File: src/rtl/stall_flush_controller.sv
// -----------------------------------------------------------------------------
// stall_flush_controller
//   Hazard controller for a 5-stage in-order pipeline.  Decides, every cycle,
//   which pipeline registers hold (stall) and which receive a bubble (flush),
//   covering memory-stage waits, multi-cycle mul/div in Execute, taken
//   redirects and load-use hazards (priority in that order).
//
//   Stall/flush outputs are combinational from the FSM state and the
//   current inputs; only the FSM state, the mul/div counter and the
//   resume flag are registered.
//
// Parameters
//   MULDIV_LATENCY  cycles a mul/div occupies Execute (1..16)
//
// Ports
//   clk, rst                    clock, synchronous active-high reset
//   D_rs1, D_rs2, D_opcode      Decode source registers and opcode
//   E_rd, E_opcode              Execute destination register and opcode
//   E_reg_write_enable          Execute instruction writes rd
//   E_is_muldiv                 Execute holds an M-extension instruction
//   E_branch_taken              Execute redirects the PC
//   M_mem_req, M_mem_ready      Memory-stage request / completion
//   F/D/E/M_stall               hold the named stage's register
//   D/E/M/W_flush               load a bubble into the named stage's register
//   stall_cycles, flush_events  performance counters (HAZARD_PERF_CNT_EN only)
//
// Build option
//   HAZARD_PERF_CNT_EN  adds the two 32-bit performance counters.
// -----------------------------------------------------------------------------
module stall_flush_controller #(
  parameter int unsigned MULDIV_LATENCY = 4
) (
  input  logic        clk,
  input  logic        rst,
  input  logic [4:0]  D_rs1,
  input  logic [4:0]  D_rs2,
  input  logic [6:0]  D_opcode,
  input  logic [4:0]  E_rd,
  input  logic [6:0]  E_opcode,
  input  logic        E_reg_write_enable,
  input  logic        E_is_muldiv,
  input  logic        E_branch_taken,
  input  logic        M_mem_req,
  input  logic        M_mem_ready,
  output logic        F_stall,
  output logic        D_stall,
  output logic        E_stall,
  output logic        M_stall,
  output logic        D_flush,
  output logic        E_flush,
  output logic        M_flush,
  output logic        W_flush
`ifdef HAZARD_PERF_CNT_EN
  ,
  output logic [31:0] stall_cycles,
  output logic [31:0] flush_events
`endif
);

  localparam int unsigned CNT_W = 4;
  localparam int unsigned CTR_W = 32;

  localparam logic [6:0] OP_LOAD   = 7'b0000011;
  localparam logic [6:0] OP_LUI    = 7'b0110111;
  localparam logic [6:0] OP_AUIPC  = 7'b0010111;
  localparam logic [6:0] OP_JAL    = 7'b1101111;
  localparam logic [6:0] OP_REG    = 7'b0110011;
  localparam logic [6:0] OP_STORE  = 7'b0100011;
  localparam logic [6:0] OP_BRANCH = 7'b1100011;

  typedef enum logic [1:0] {
    RUN      = 2'd0,
    MD_WAIT  = 2'd1,
    MEM_WAIT = 2'd2
  } state_t;

  state_t             state, state_nxt;
  logic [CNT_W-1:0]   md_cnt, md_cnt_nxt;
  logic               ret_md, ret_md_nxt;
  logic               redirect;

  logic               mem_wait;
  logic               rs1_read;
  logic               rs2_read;
  logic               load_use;

  // Hazard detection terms
  always_comb begin
    mem_wait = M_mem_req && !M_mem_ready;
    rs1_read = !((D_opcode == OP_LUI) || (D_opcode == OP_AUIPC) || (D_opcode == OP_JAL));
    rs2_read = (D_opcode == OP_REG) || (D_opcode == OP_STORE) || (D_opcode == OP_BRANCH);
    // x0 never hazards: E_rd != 0 implies any matching source is non-zero too
    load_use = (E_opcode == OP_LOAD) && E_reg_write_enable && (E_rd != 5'd0) &&
               ((rs1_read && (D_rs1 == E_rd)) || (rs2_read && (D_rs2 == E_rd)));
  end

  // Next-state and stall/flush decode
  always_comb begin
    state_nxt  = state;
    md_cnt_nxt = md_cnt;
    ret_md_nxt = ret_md;
    redirect   = 1'b0;
    F_stall    = 1'b0;
    D_stall    = 1'b0;
    E_stall    = 1'b0;
    M_stall    = 1'b0;
    D_flush    = 1'b0;
    E_flush    = 1'b0;
    M_flush    = 1'b0;
    W_flush    = 1'b0;

    unique case (state)
      RUN: begin
        if (mem_wait) begin
          {F_stall, D_stall, E_stall, M_stall} = 4'b1111;
          W_flush    = 1'b1;
          ret_md_nxt = 1'b0;
          state_nxt  = MEM_WAIT;
        end else if (E_is_muldiv && (MULDIV_LATENCY > 1)) begin
          // This cycle is the first of MULDIV_LATENCY-1 stall cycles
          {F_stall, D_stall, E_stall} = 3'b111;
          M_flush    = 1'b1;
          md_cnt_nxt = CNT_W'(MULDIV_LATENCY - 2);
          state_nxt  = MD_WAIT;
        end else if (E_branch_taken) begin
          D_flush  = 1'b1;
          E_flush  = 1'b1;
          redirect = 1'b1;
        end else if (load_use) begin
          F_stall = 1'b1;
          D_stall = 1'b1;
          E_flush = 1'b1;
        end
      end

      MD_WAIT: begin
        if (mem_wait) begin
          // md_cnt is held until the memory wait resolves
          {F_stall, D_stall, E_stall, M_stall} = 4'b1111;
          W_flush    = 1'b1;
          ret_md_nxt = 1'b1;
          state_nxt  = MEM_WAIT;
        end else if (md_cnt != '0) begin
          {F_stall, D_stall, E_stall} = 3'b111;
          M_flush    = 1'b1;
          md_cnt_nxt = md_cnt - CNT_W'(1);
        end else begin
          state_nxt = RUN;
        end
      end

      MEM_WAIT: begin
        if (!M_mem_ready) begin
          {F_stall, D_stall, E_stall, M_stall} = 4'b1111;
          W_flush = 1'b1;
        end else begin
          state_nxt  = ret_md ? MD_WAIT : RUN;
          ret_md_nxt = 1'b0;
        end
      end

      default: begin
        state_nxt = RUN;
      end
    endcase

    // Reset drains the pipeline: bubbles everywhere, nothing held
    if (rst) begin
      {F_stall, D_stall, E_stall, M_stall} = 4'b0000;
      {D_flush, E_flush, M_flush, W_flush} = 4'b1111;
      redirect = 1'b0;
    end
  end

  // FSM state register
  always_ff @(posedge clk) begin
    if (rst) begin
      state  <= RUN;
      md_cnt <= '0;
      ret_md <= 1'b0;
    end else begin
      state  <= state_nxt;
      md_cnt <= md_cnt_nxt;
      ret_md <= ret_md_nxt;
    end
  end

`ifdef HAZARD_PERF_CNT_EN
  // Performance counters, wrapping at 2^32
  always_ff @(posedge clk) begin
    if (rst) begin
      stall_cycles <= '0;
      flush_events <= '0;
    end else begin
      if (F_stall) begin
        stall_cycles <= stall_cycles + CTR_W'(1);
      end
      if (redirect) begin
        flush_events <= flush_events + CTR_W'(1);
      end
    end
  end
`else
  // No counters in this build; the redirect strobe only feeds them
  logic unused_redirect;
  always_comb unused_redirect = redirect;
`endif

endmodule

File: config.mk
export PLATFORM = sky130hd
export DESIGN_NAME = stall_flush_controller
export DESIGN_NICKNAME = d
export VERILOG_FILES = /design/src/rtl/stall_flush_controller.sv
export SDC_FILE = /design/constraint.sdc
export NUM_CORES = 1
export LEC_CHECK = 0
export CORE_UTILIZATION = 35
export DETAILED_ROUTE_END_ITERATION = 12
export PLACE_DENSITY = 0.8
export SKIP_LAST_GASP = 1
export SLEW_MARGIN = 30
export SYNTH_ARGS = -nofsm -noshare
export SYNTH_HDL_FRONTEND = slang
export SYNTH_SLANG_ARGS = --single-unit
export TNS_END_PERCENT = 30
File: constraint.sdc
create_clock -name clk -period 2.4 [get_ports clk]
set_clock_uncertainty 0.15 [all_clocks]
set_input_delay 0.48 -clock clk [delete_from_list [all_inputs] [get_ports clk]]
set_output_delay 0.48 -clock clk [all_outputs]
set_load 0.02 [all_outputs]
## Word-level counts from Yosys, hierarchy flattened

Index checks and enable logic that the tools add are counted.

- Logic and storage cells: 93
- Bits in registers: 7
- Output and inout port bits: 8
- Bits of input ports: 36

- Multiplexer cells: 47
- Equal/unequal tests: 20
- Add/subtract/negate cells: 1
- Reductions and logical operators: 22

Operators by type and width:

| cell | count |
|---|---|
| 1-bit 2-to-1 mux | 31 |
| 7-bit by 6-bit equality test with 1-bit output, second input constant | 3 |
| 4-bit 2-to-1 mux | 4 |
| 7-bit equality test, second input constant | 2 |
| 2-bit inequality test, second input constant | 7 |
| 5-bit equality test | 2 |
| 2-bit 2-to-1 mux | 5 |
| 1-bit one-hot mux with 3 select lines | 3 |
| 4-bit one-hot mux with 2 select lines | 1 |
| 7-bit by 2-bit equality test with 1-bit output, second input constant | 1 |
| 7-bit by 5-bit equality test with 1-bit output, second input constant | 1 |
| 1-bit logical AND | 6 |
| 3-bit inequality test, second input constant | 2 |
| 2-bit one-hot mux with 3 select lines | 1 |
| 1-bit logical OR | 5 |
| 5-bit AND reduction | 1 |
| 5-bit nonzero test | 1 |
| 1-bit one-hot mux with 2 select lines | 2 |
| 4-bit AND reduction | 1 |
| 4-bit nonzero test | 1 |
| 4-bit by 1-bit subtractor with 4-bit output, second input constant | 1 |
| 3-bit AND reduction | 1 |
| 3-bit nonzero test | 1 |
| 2-bit by 1-bit equality test with 1-bit output, second input constant | 1 |
| other kinds (5) | 6 |

## Logic depth before layout (Yosys ltp)

Gate-level depths: netlist (run 1).

- Depth after elaboration: 13
- Depth in mapped cells: 7
- Gate-level depth less buffers: 6

## Worst setup path before layout (run 1)

Ideal clock, no wire load.

- Path type: flip-flop to output port
- Start point: register md_cnt[0]
- End point: output port F_stall
- Buffers on the path: 1
- Setup slack: -0.018 ns
- Data arrival time: 1.788 ns
- Stages on the path, launching flop included: 8
- Required time: 1.770 ns
- Path through: dfxtp_1 -> inv_1 -> ha_1 -> nor3b_2 -> nor2_1 -> o311a_1 -> nand3b_1 -> buf_4

- Cells in the longest elaborated chain, start to end: 5

Ends and longest elaborated chain:

| what | line | source |
|---|---|---|
| start, declared | 78 | `logic [CNT_W-1:0] md_cnt, md_cnt_nxt;` |
| start signal, assigned | 183 | `md_cnt <= md_cnt_nxt;` |
| 4-bit nonzero test | 143 | `end else if (md_cnt != '0) begin` |
| 1-bit 2-to-1 mux (2 in series) | n/a |  |
| 1-bit one-hot mux with 3 select lines | n/a |  |
| 1-bit 2-to-1 mux | n/a |  |
| end, declared | 45 | `output logic F_stall,` |

No other way between the ends.

## Final worst setup path (run 1)

- Start point: register md_cnt[0]
- End point: output port E_stall

- Cells in the longest elaborated chain, start to end: 5

Ends and longest elaborated chain:

| what | line | source |
|---|---|---|
| 4-bit nonzero test | 143 |  |
| 1-bit 2-to-1 mux | 143 |  |
| 1-bit 2-to-1 mux | 137 | `if (mem_wait) begin` |
| 1-bit one-hot mux with 3 select lines | 112 | `unique case (state)` |
| 1-bit 2-to-1 mux | 168 | `if (rst) begin` |
| end, declared | 47 | `output logic E_stall,` |

No other way between the ends.

==> results.toml, run 1 <==
[power]
leakage_power_summed_over_all_cells_nw = 0.750
share_clk_of_total_power_pct = 20.7
power.ir.vdd_worst_mv = 0.234
power.switching_fraction_pct = 35.6
power.combinational.fraction_pct = 54.5
power_density_nw_per_um2 = 359
power.net_switching_mw = 0.198
share_seq_of_total_power_pct = 24.8
cell_internal_pwr_mw = 0.358

[die]
floorplan.initialDensity_pct = 38.2
die_h_um = 48.7
design.portCount = 44
dieArea_um2 = 2380
row_count = 16
fp.coreArea_um2 = 2000
die_x_um = 48.7

[finish]
layout_commonest_cell = "sky130_fd_sc_hd__buf_4"
mostFrequentLayoutCells = "sky130_fd_sc_hd__buf_4, sky130_fd_sc_hd__clkdlybuf4s50_1, sky130_fd_sc_hd__dlymetal6s2s_1, sky130_fd_sc_hd__dlygate4sd2_1, sky130_fd_sc_hd__xor2_1"
area.sequential_um2 = 143
num_antenna_cells = 0
postLayoutCoreUtil_pct = 77.4
areaGrowthSynthToFinish_pct = 103
area_used_by_multi_input_combinational_logic_um2 = 709
filler_cell_count = 135
drive_above_1_share_pct = 38.6
nNetsFinal = 205

[clock_tree]
clock_tree_from_tritoncts = "yes"
number_of_h_tree_levels = 1
clk_path_buf_depth = 2
clk_pin_slew_worst_paths_ns = 0.06
clk_tree_root_cell = "sky130_fd_sc_hd__clkbuf_4"
number_of_buffers_added_by_the_clock_tree_synthesis_step = 3
clock_sinks = 7
clkLatencyLatePin_ns = 0.26
holdBufCountCts = 0

[timing]
timing.final.setup_violations = 3
relSlewSlack_pct = 79.9
timing.final.crit_share_pct = 104
final_max_slew_viol_count = 0
hold_ws_ns = 0.352
period_minus_slack_ns = 2.50
final_hold_violating_endpoints = 0
fmaxAchievable_ghz = 0.400
max_slew.worst_pin.slew_ns = 0.300
rsz0062_at_grt = "true"
post-route-worst-setup-slack_ns = -0.103

[detailed_routing]
final_antenna_violating_net_count = 0
detail_route.drc_violations = 0
first_pass_iters = 6
via_per_inst = 5.28
detailed_route_via_count = 1020
drtIter0Drc = 18
totalWireLength_um = 2820
post_drt_wl_per_cell_um = 14.6

[worst_setup_path]
type_of_the_worst_setup_path = "flop to output port"
setup.worst_path.start_class = "flop"
worstPathRequired_ns = 1.77
r2r_end = "md_cnt[2]"
critPathCaptureType = "output port"
rr_worst_depth = 8
critical_path_arrival_ns = 1.87
worstPathMaxFanout = 2
ff2ff_setup_slack_ns = 0.70
worstReg2RegStart = "md_cnt[0]"

[placed_design]
place_congestion = 0.860
dpl_worst_slack_ns = -0.731
dpl.hpwl_um = 2080
io_buffers = 43

[global_route]
globalRoute.totalOverflow = 0
grt_max_degree = 15
grt_util_all_layers_pct = 23.9
antenna_found_initial = 0
global_route_wire_length_before_repair_um = 4290
number_of_global_route_vias_before_repair = 1075

[synthesis]
share_of_the_synthesized_area_in_the_top_cell_type_pct = 18.3
synth_largest_area_cell = "sky130_fd_sc_hd__dfxtp_1"
ys_warn_count = 0
mappedNetlistNets = 137
syn-cell-area_um2 = 764
synth_enable_flop_cells = 0
post_synth_num_cell_types = 44
synth.yosys.seq_area_share_pct = 18.3
synth_seq_cells = 7
yosys_most_used_dff = "sky130_fd_sc_hd__dfxtp_1"
postSynthAreaPerCell_um2 = 7.72
synth_async_sr_flop_share_pct = 0
yosys-top-cells-area = "sky130_fd_sc_hd__dfxtp_1, sky130_fd_sc_hd__xor2_1, sky130_fd_sc_hd__a21oi_1"
synthCells = 99

[min_path]
worst_hold_path.num_cells = 2
worst_hold_path_type = "flop to flop"
hold_path_end = "ret_md"
hold_path.startpoint = "ret_md"

[status]
outcome = "finished, violations left"
violated_checks = "setup timing"

[job]
max_cap_viol_count = 0
==> cells by family (layout without fill, tap and decap cells) <==
logic type	after synthesis	count (layout)	synth area share [%]
XOR/XNOR	10	10	11.5
AND/OR/NAND/NOR	42	42	35.4
AO/OA/AOI/OAI	26	26	24.2
flip-flops	7	7	18.3
adder cells (fa/ha/maj)	2	2	3.27
buffers and inverters	12	79	7.37
==> power by group through the flow <==
stage	logic [mW]	clock network, mW	registers, mW
after floorplan	0.123	0	0.134
after detailed placement	0.277	0	0.137
after global placement	0.268	0	0.137
after global routing	0.327	0.126	0.140
after CTS	0.284	0.122	0.138
final	0.303	0.115	0.138
==> cell type report <==
class | instances | share of cell area, %
clock buffers | 4 | 1.70
repair buffers | 68 | 39.4
flip-flops and latches | 7 | 9.21
multi-input cells | 80 | 45.8
inverters | 7 | 1.70
well taps | 27 | 2.18
==> synthesized netlist by cell type, types with 2 or more instances <==
cell and count:
sky130_fd_sc_hd__and2_1 2, sky130_fd_sc_hd__nand2_1 4, sky130_fd_sc_hd__nor2_1 4, sky130_fd_sc_hd__inv_1 7, sky130_fd_sc_hd__nand3b_1 2, sky130_fd_sc_hd__ha_1 2
sky130_fd_sc_hd__nand3_1 2, sky130_fd_sc_hd__and3_1 2, sky130_fd_sc_hd__nor3_1 3, sky130_fd_sc_hd__o21a_1 2, sky130_fd_sc_hd__nor2b_1 2, sky130_fd_sc_hd__nand2b_1 4
sky130_fd_sc_hd__nand4_1 2, sky130_fd_sc_hd__a31oi_1 3, sky130_fd_sc_hd__a21oi_1 7, sky130_fd_sc_hd__o21ai_0 4, sky130_fd_sc_hd__dfxtp_1 7, sky130_fd_sc_hd__xnor2_1 2
sky130_fd_sc_hd__a21o_1 2, sky130_fd_sc_hd__buf_2 3, sky130_fd_sc_hd__and4_1 3, sky130_fd_sc_hd__xor2_1 8
==> through the flow <==
step                cells  instance area [um2]  total power, mW  setup TNS [ns]
finish                193                 1550            0.556          -0.177
global route          193                 1550            0.593          -0.525
CTS                   193                 1440            0.544          -0.537
detailed placement    188                 1380            0.414           -3.66
global placement      188                 1380            0.404           -3.52
floorplan              99                  764            0.258               0
==> worst max-delay path, cell delays in order, from the launching register on <==
cell	delay (ns)
sky130_fd_sc_hd__dfxtp_2	0.32
sky130_fd_sc_hd__inv_2	0.07
sky130_fd_sc_hd__ha_4	0.13
sky130_fd_sc_hd__nor3b_4	0.20
sky130_fd_sc_hd__nor2_2	0.07
sky130_fd_sc_hd__o311a_1	0.36
sky130_fd_sc_hd__buf_4	0.14
sky130_fd_sc_hd__dlygate4sd2_1	0.32
==> worst max path at each step <==
| stage | start | end | slack [ns] | depth (start not counted) |
|---|---|---|---|---|
| after floorplan | md_cnt[0] | F_stall | 0.02 | 7 |
| after global placement | D_opcode[5] | E_flush | -0.68 | 6 |
| after detailed placement | D_opcode[5] | E_flush | -0.73 | 6 |
| after CTS | md_cnt[1] | M_flush | -0.19 | 7 |
| after global routing | md_cnt[0] | E_stall | -0.20 | 7 |
| final | md_cnt[0] | E_stall | -0.10 | 7 |
==> what timing repair did <==
action,in CTS,in global routing
resized for setup,56,35
setup buffers,1,0
pin swaps,10,13
setup endpoints to repair,8,7
==> sequential cells by signal, summed over array words and instances, names as in the netlist <==
signal  flops
ret_md      1
state       2
md_cnt      4
==> routing by layer <==
metal	vias to the layer above	share of wire [%]	track usage (%)
met3	10	8.0	5.03
met4	0	3.7	17.2
li1	497	-	-
met2	51	52	46.8
met5	-	0	0
met1	462	36	21.0
Power figures use the tool's default switching activity.
==> run 2: changes to the inputs <==
CTS_CLUSTER_SIZE = 40   (was unset)
==> results of run 2 <==
Final layout, timing and power as in run 1 (identical DEF).
==> run 3: changes to the inputs <==
--- a/config.mk
+++ b/config.mk
@@ -6,5 +6,7 @@
 export NUM_CORES = 1
 export LEC_CHECK = 0
+export CORE_MARGIN = 2
 export CORE_UTILIZATION = 35
+export CTS_CLUSTER_DIAMETER = 120
 export CTS_CLUSTER_SIZE = 40
 export DETAILED_ROUTE_END_ITERATION = 12
--- a/constraint.sdc
+++ b/constraint.sdc
@@ -3,3 +3,3 @@
 set_input_delay 0.48 -clock clk [delete_from_list [all_inputs] [get_ports clk]]
 set_output_delay 0.48 -clock clk [all_outputs]
-set_load 0.02 [all_outputs]
+set_load 0.005 [all_outputs]
==> run 3 against run 2 <==
The run still ends with setup timing left; cell area decreased by 3.5%; count of clock-buffer cells in the layout unchanged; die area increased by 8.4%; global-route usage decreased by 1.7 points; wire length decreased by 8.6%; clock power about the same; sequential share of layout area increased by 0.33 points; setup slack got worse by 0.032 ns; cell count increased by 2.1%; sequential cell count unchanged; largest power group unchanged.
==> results.toml, run 3 (synthesized netlist as in run 1, its figures left out) <==
[status]
outcome = "finished, violations left"
violated_checks = "setup timing"

[detailed_routing]
detail_route.drc_violations = 0
via_per_inst = 5.17
post_drt_wl_per_cell_um = 13.1
first_pass_iters = 4
drtIter0Drc = 8
final_antenna_violating_net_count = 0
totalWireLength_um = 2580
detailed_route_via_count = 1019

[placed_design]
dpl_worst_slack_ns = -0.652
dpl.hpwl_um = 2080
dpl-instance-area_um2 = 1390
io_buffers = 43
place_congestion = 0.868

[timing]
fmaxAchievable_ghz = 0.395
rsz0062_at_grt = "true"
timing.final.crit_share_pct = 106
post-route-worst-setup-slack_ns = -0.134
final_max_slew_viol_count = 0
final_hold_violating_endpoints = 0
timing.final.setup_violations = 3
period_minus_slack_ns = 2.53
max_slew.worst_pin.slew_ns = 0.273
relSlewSlack_pct = 81.7
hold_ws_ns = 0.373

[die]
die_x_um = 50.7
design.portCount = 44
die_h_um = 50.7
row_count = 16
fp.coreArea_um2 = 2000
dieArea_um2 = 2570
floorplan.initialDensity_pct = 38.2

[min_path]
worst_hold_path_type = "flop to flop"

[worst_setup_path]
worstPathRequired_ns = 1.77
rr_worst_depth = 8
critical_path_arrival_ns = 1.90
worstReg2RegStart = "md_cnt[0]"
setup.worst_path.start_class = "input port"
type_of_the_worst_setup_path = "input port to output port"
timing.critical_path.to = "M_stall"
timing.critical_path.slowest_stage_cell = "sky130_fd_sc_hd__clkdlybuf4s50_1"
cp_slowest_stage_delay_ns = 0.51
critPathCaptureType = "output port"
worst_setup_path_startpoint = "rst"
worstPathMaxFanout = 10
critical_path.most_common_cell = "sky130_fd_sc_hd__clkdlybuf4s50_1"
crit_chain = "clkdlybuf4s50_1 -> buf_6 -> inv_1 -> buf_4 -> and2_1 -> clkdlybuf4s50_1"
r2r_end = "md_cnt[1]"
ff2ff_setup_slack_ns = 0.67

[finish]
filler_cell_count = 151
drive_above_1_share_pct = 31.2
reg_top3 = "md_cnt (4), state (2), ret_md (1)"
mostFrequentLayoutCells = "sky130_fd_sc_hd__buf_4, sky130_fd_sc_hd__clkdlybuf4s50_1, sky130_fd_sc_hd__dlygate4sd2_1, sky130_fd_sc_hd__inv_1"
postLayoutCoreUtil_pct = 74.7
num_antenna_cells = 0
nNetsFinal = 209
layout_commonest_cell = "sky130_fd_sc_hd__buf_4"
final_design_instance_area_without_fill_um2 = 1500
largest_register_ffs = 4
areaGrowthSynthToFinish_pct = 95.6
largest_register_by_flop_count = "md_cnt"

[global_route]
antenna_found_initial = 0
number_of_global_route_vias_before_repair = 1035
globalRoute.totalOverflow = 0
grt_util_all_layers_pct = 22.1
grt_max_degree = 11
global_route_wire_length_before_repair_um = 4290

[power]
leakage_power_summed_over_all_cells_nw = 0.661
power_density_nw_per_um2 = 350
power.ir.vdd_worst_mv = 0.229

[clock_tree]
clk_path_buf_depth = 2
clk_pin_slew_worst_paths_ns = 0.05
number_of_buffers_added_by_the_clock_tree_synthesis_step = 3
holdBufCountCts = 0
clk_tree_root_cell = "sky130_fd_sc_hd__clkbuf_4"
clock_tree_from_tritoncts = "yes"
clkLatencyLatePin_ns = 0.26
clock_sinks = 7
number_of_h_tree_levels = 1

[job]
max_cap_viol_count = 0
==> run 3: changes by cell type in the layout (fill, tap and decap cells not counted), moves of 2 or more <==
cell	previous run	this run
sky130_fd_sc_hd__clkdlybuf4s50_1	12	23
sky130_fd_sc_hd__inv_1	5	7
sky130_fd_sc_hd__buf_4	25	28
sky130_fd_sc_hd__buf_6	3	1
sky130_fd_sc_hd__dlymetal6s2s_1	12	2
sky130_fd_sc_hd__inv_2	2	0
sky130_fd_sc_hd__dlygate4sd2_1	9	12
sky130_fd_sc_hd__clkbuf_2	3	0
==> run 3: worst max-delay path: cells and delay by family <==
family | cells | cell delay (ns)
buffers and inverters | 5 | 1.29
and+or+nand+nor | 1 | 0.13
==> run 3: timing repair <==
action	4_1_cts	5_1_grt
gates resized for setup	41	8
cloned	0	0
endpoints found under the setup margin	8	7
pin swaps	9	0
buffers inserted	4	0
endpoints found under the hold margin	0	0
==> run 3: worst min path at each step <==
| stage | startpoint | end | slack, ns | cells after the start |
|---|---|---|---|---|
| 6_report | ret_md | ret_md | 0.37 | 2 |
| 2_1_floorplan | ret_md | ret_md | 0.32 | 2 |
| 4_1_cts | ret_md | ret_md | 0.37 | 2 |
| 5_1_grt | ret_md | ret_md | 0.41 | 2 |
| 3_3_place_gp | ret_md | ret_md | 0.34 | 2 |
| 3_5_place_dp | ret_md | ret_md | 0.36 | 2 |
==> run 3: cell type report <==
type                       instances  area, um2  share of cell area (%)
sequential                         7        143                    9.54
multi-input combinational         80        644                    43.1
clock buffer                       4       26.3                    1.76
tap                               27       33.8                    2.26
timing repair buffer              72        622                    41.6
inverter                           7       26.3                    1.76
==> run 3: report_power, final <==
group / internal (mW) / switching [mW] / leakage [nW]
sequential: 0.128 / 0.0119 / 0.0582
clock: 0.0638 / 0.0489 / 0.0150
combinational: 0.163 / 0.108 / 0.588
==> run 3: per-stage QoR <==
step / setup TNS, ns / instances / power [mW]
after floorplan: 0 / 99 / 0.243
after global placement: -2.60 / 189 / 0.388
after detailed placement: -2.86 / 189 / 0.399
after CTS: -0.594 / 197 / 0.512
after global routing: -0.692 / 197 / 0.558
final: -0.300 / 197 / 0.524
==> run 3: metal layers <==
layer	vias up	global-route usage, %	part of all wire, %
met5	-	0	0
met4	0	8.56	1.4
met3	5	6.85	10
met2	47	42.3	52
met1	464	21.9	37
li1	503	-	-
